`config.mk`:
```
export PLATFORM = sky130hd
export DESIGN_NAME = cycle_timer
export DESIGN_NICKNAME = d
export VERILOG_FILES = /design/src/rtl/lock_checker_cycle_timer.sv
export SDC_FILE = /design/constraint.sdc
export NUM_CORES = 1
export LEC_CHECK = 0
export CAP_MARGIN = 25
export CELL_PAD_IN_SITES_DETAIL_PLACEMENT = 1
export CELL_PAD_IN_SITES_GLOBAL_PLACEMENT = 2
export CORE_MARGIN = 2
export CORE_UTILIZATION = 27
export DETAILED_ROUTE_END_ITERATION = 8
export PLACE_DENSITY_LB_ADDON = 0.1
export SLEW_MARGIN = 20
export SYNTH_ARGS = -nofsm -noshare
export SYNTH_HDL_FRONTEND = slang
export SYNTH_SLANG_ARGS = --single-unit
```
`constraint.sdc`:
```
create_clock -name CLK -period 3.5 [get_ports CLK]
set_input_delay 0.875 -clock CLK [delete_from_list [all_inputs] [get_ports CLK]]
set_output_delay 0.875 -clock CLK [all_outputs]
set_load 0.01 [all_outputs]
```
`src/rtl/lock_checker_cycle_timer.sv`:
```
// cycle_timer: loadable down-counter that stops at zero.
// Ports:
//   CLK   in        rising-edge clock
//   RST   in        synchronous active-high reset (count clears to 0)
//   LOAD  in        load VALUE on this edge (has priority over counting)
//   VALUE in [TW]   value to load
//   ZERO  out       count is zero (registered count, decoded)
module cycle_timer #(
   parameter int TW = 7
) (
   input  logic          CLK,
   input  logic          RST,
   input  logic          LOAD,
   input  logic [TW-1:0] VALUE,
   output logic          ZERO
);

   logic [TW-1:0] cnt_q;
   logic [TW-1:0] cnt_d;

   always_comb begin
      cnt_d = cnt_q;
      if (LOAD) begin
         cnt_d = VALUE;
      end else if (cnt_q != '0) begin
         cnt_d = cnt_q - TW'(1);
      end
   end

   always_ff @(posedge CLK) begin
      if (RST) begin
         cnt_q <= '0;
      end else begin
         cnt_q <= cnt_d;
      end
   end

   assign ZERO = (cnt_q == '0);

endmodule

```
==> flow_metrics.env <==
export IMPL_netlist_top_cells_count="nand2_1 (8), dfxtp_1 (7), o22ai_1 (4), xnor2_1 (4)"
export IMPL_yosysUniqueCellTypes=19
export IMPL_yosysTopAreaCell="dfxtp_1"
export IMPL_status="completed"
export IMPL_drt_iter0_markers=3
export IMPL_drc_errors=0
export IMPL_grt_start_max_net_pins=12
export IMPL_cts_tree="done"
export IMPL_cap_violations=0
export IMPL_ios=11
export IMPL_seqPwrFrac_pct=37.6
export IMPL_switching_power_mw=0.0798
export IMPL_synthesis_area_um2=399
export IMPL_clkTransAtPathRegs_ns=0.06
export IMPL_grt_pass1_wl_um=1600
export IMPL_cts_buffers=3
export IMPL_wl_per_cell_um=12.4
export IMPL_synth_edf_count=0
export IMPL_synth_top_area_share_pct=35.1
export IMPL_ys_flop_type="dfxtp_1"
export IMPL_areaGrowthSynthToFinish_pct=31.7
export IMPL_wirelength_um=905
export IMPL_grt_use_total_pct=12.2
export IMPL_cts_sinks=7
export IMPL_firstDrtPassIters=2
export IMPL_min_period_over_period_pct=75.7
export IMPL_largest_reg_flops=7
export IMPL_ant_nets=0
export IMPL_skew_ns=0.00296
export IMPL_post_dp_hpwl_um=718
export IMPL_ys_warn_count=0
export IMPL_fp_dieH_um=42.5
export IMPL_fillers=166
export IMPL_cts_resized=0
export IMPL_min_path_type="reg2reg"
export IMPL_clockRootBuffer="clkbuf_4"
export IMPL_h_tree_depth=1
export IMPL_worstPathRequired_ns=2.62
export IMPL_combinationalPowerShare_pct=33.5
export IMPL_intPower_mw=0.184
export IMPL_die_area_um2=1800
export IMPL_std_cell_rows=13
export IMPL_synth_area_per_cell_um2=8.49
export IMPL_worstSetupStartpointType="flop"
export IMPL_via_per_inst=4.85
export IMPL_synth_cells=47
export IMPL_worst_path_max_fanout=7
export IMPL_grt_overflow=0
export IMPL_place_gp_congestion=0.643
export IMPL_p_sw_share_pct=30.2
export IMPL_cts_buffer_depth=2
export IMPL_ir_drop_mv=0.162
export IMPL_worstSetupPathType="reg2out"
export IMPL_multi_input_area_um2=233
export IMPL_timing_fmax_mhz=378
export IMPL_diodes=0
export IMPL_reg_top3="cnt_q (7)"
export IMPL_core_area_um2=1330
export IMPL_setup_viol=0
export IMPL_p_clk_share_pct=28.9
export IMPL_maxSlewViolCount=0
export IMPL_synth_async_reset_ratio_pct=0
export IMPL_cellPowerDensity_nw_per_um2=502
export IMPL_layout_drive_gt1_share_pct=12.1
export IMPL_antenna_found_initial=0
export IMPL_final_core_util_pct=39.4
export IMPL_vias=354
export IMPL_post_synth_top_count_cell="nand2_1"
export IMPL_die_w_um=42.5
export IMPL_worst_pin_slew_ns=0.363
export IMPL_clock_latency_ns=0.26
export IMPL_cts_setup_buffers=0
export IMPL_synth_seq_cells=7
export IMPL_start_util_pct=29.9
export IMPL_fin_nets=71
export IMPL_finalHoldViolCount=0
export IMPL_grt_setup_unrepaired="no"
export IMPL_port_buffers=10
export IMPL_ys_seq_area_share_pct=35.1
export IMPL_leakage_nw=0.207
export IMPL_syn_num_nets=59
export IMPL_seq_area_um2=140
export IMPL_cts_hold_buffers_added=0
export IMPL_worstPathArrival_ns=1.77
export IMPL_fin_crit_ns=2.65
export IMPL_tns_ns=0
export IMPL_synth_area_top_cells="dfxtp_1 (35%), xnor2_1 (8.8%), nand2_1 (7.5%)"
export IMPL_relSlewSlack_pct=75.7
export IMPL_grt_pass1_vias=399
export IMPL_critPathCaptureType="primary output"
export IMPL_largest_register="cnt_q"
## power by group through the flow
stage          Sequential, mW  Combinational, mW  Clock [mW]
2_1_floorplan          0.0988             0.0685           0
3_3_place_gp            0.100             0.0869           0
3_5_place_dp            0.101             0.0897           0
4_1_cts                0.0994             0.0906      0.0785
5_1_grt                 0.100              0.100      0.0833
6_report               0.0993             0.0885      0.0762
## final cells by class
| type | instances | share of cell area [%] |
|---|---|---|
| Clock buffer | 4 | 5.00 |
| Inverter | 2 | 1.43 |
| Multi-Input combinational cell | 35 | 44.3 |
| Sequential cell | 7 | 26.7 |
| Tap cell | 15 | 3.57 |
| Timing Repair Buffer | 10 | 19.0 |
## per-layer routing
metal  vias to the layer above  wire [um]  GRT usage [%]  part of all wire [%]
met1                       166        379           12.1                    42
met2                         9        455           20.0                    50
met4                         0          0           3.75                     0
li1                        179          -              -                     -
met3                         0         70           8.62                   7.7
met5                         -          0              0                     0
## cells in the final DEF (no fill, tap or decap), types with 3 or more instances in the layout
master           netlist  final
clkbuf_4               0      3
clkdlybuf4s50_1        0     10
dfxtp_1                7      7
nand2_1                8      8
nor2_1                 3      3
o22ai_1                4      4
or3_1                  3      3
xnor2_1                4      4
## through the flow
stage	instance area [um2]	setup slack [ns]	power, mW	instances	hold slack (ns)
2_1_floorplan	399	1.74	0.167	47	0.517
3_3_place_gp	499	1.13	0.187	69	0.542
3_5_place_dp	499	1.11	0.190	69	0.562
4_1_cts	526	0.826	0.269	73	0.584
5_1_grt	526	0.725	0.284	73	0.614
6_report	526	0.852	0.264	73	0.586
## kinds of logic (layout without fill, tap and decap cells)
kind of cell / count (synthesis) / in the layout / synth area share [%]
xor+xnor: 6 / 6 / 13.2
buf+inv: 5 / 16 / 6.58
flops: 7 / 7 / 35.1
compound gates: 7 / 7 / 11.0
simple gates: 19 / 19 / 25.1
mux: 1 / 1 / 2.82
fa+ha+maj: 2 / 2 / 6.27
## worst max-delay path, stage by stage (launching register included)
cell and delay (ns):
dfxtp_1 0.31, inv_1 0.11, ha_1 0.16, and4b_1 0.34, clkdlybuf4s50_1 0.59
## path summary, 6_finish.rpt
check / end / slack, ns / from / depth (start not counted)
hold reg to reg: cnt_q[5] / 0.59 / cnt_q[5] / 2
hold / removal: cnt_q[5] / 0.59 / cnt_q[5] / 2
setup / recovery: ZERO / 0.85 / cnt_q[0] / 4
setup reg to reg: cnt_q[1] / 2.02 / cnt_q[0] / 5
Power figures use the tool's default switching activity.
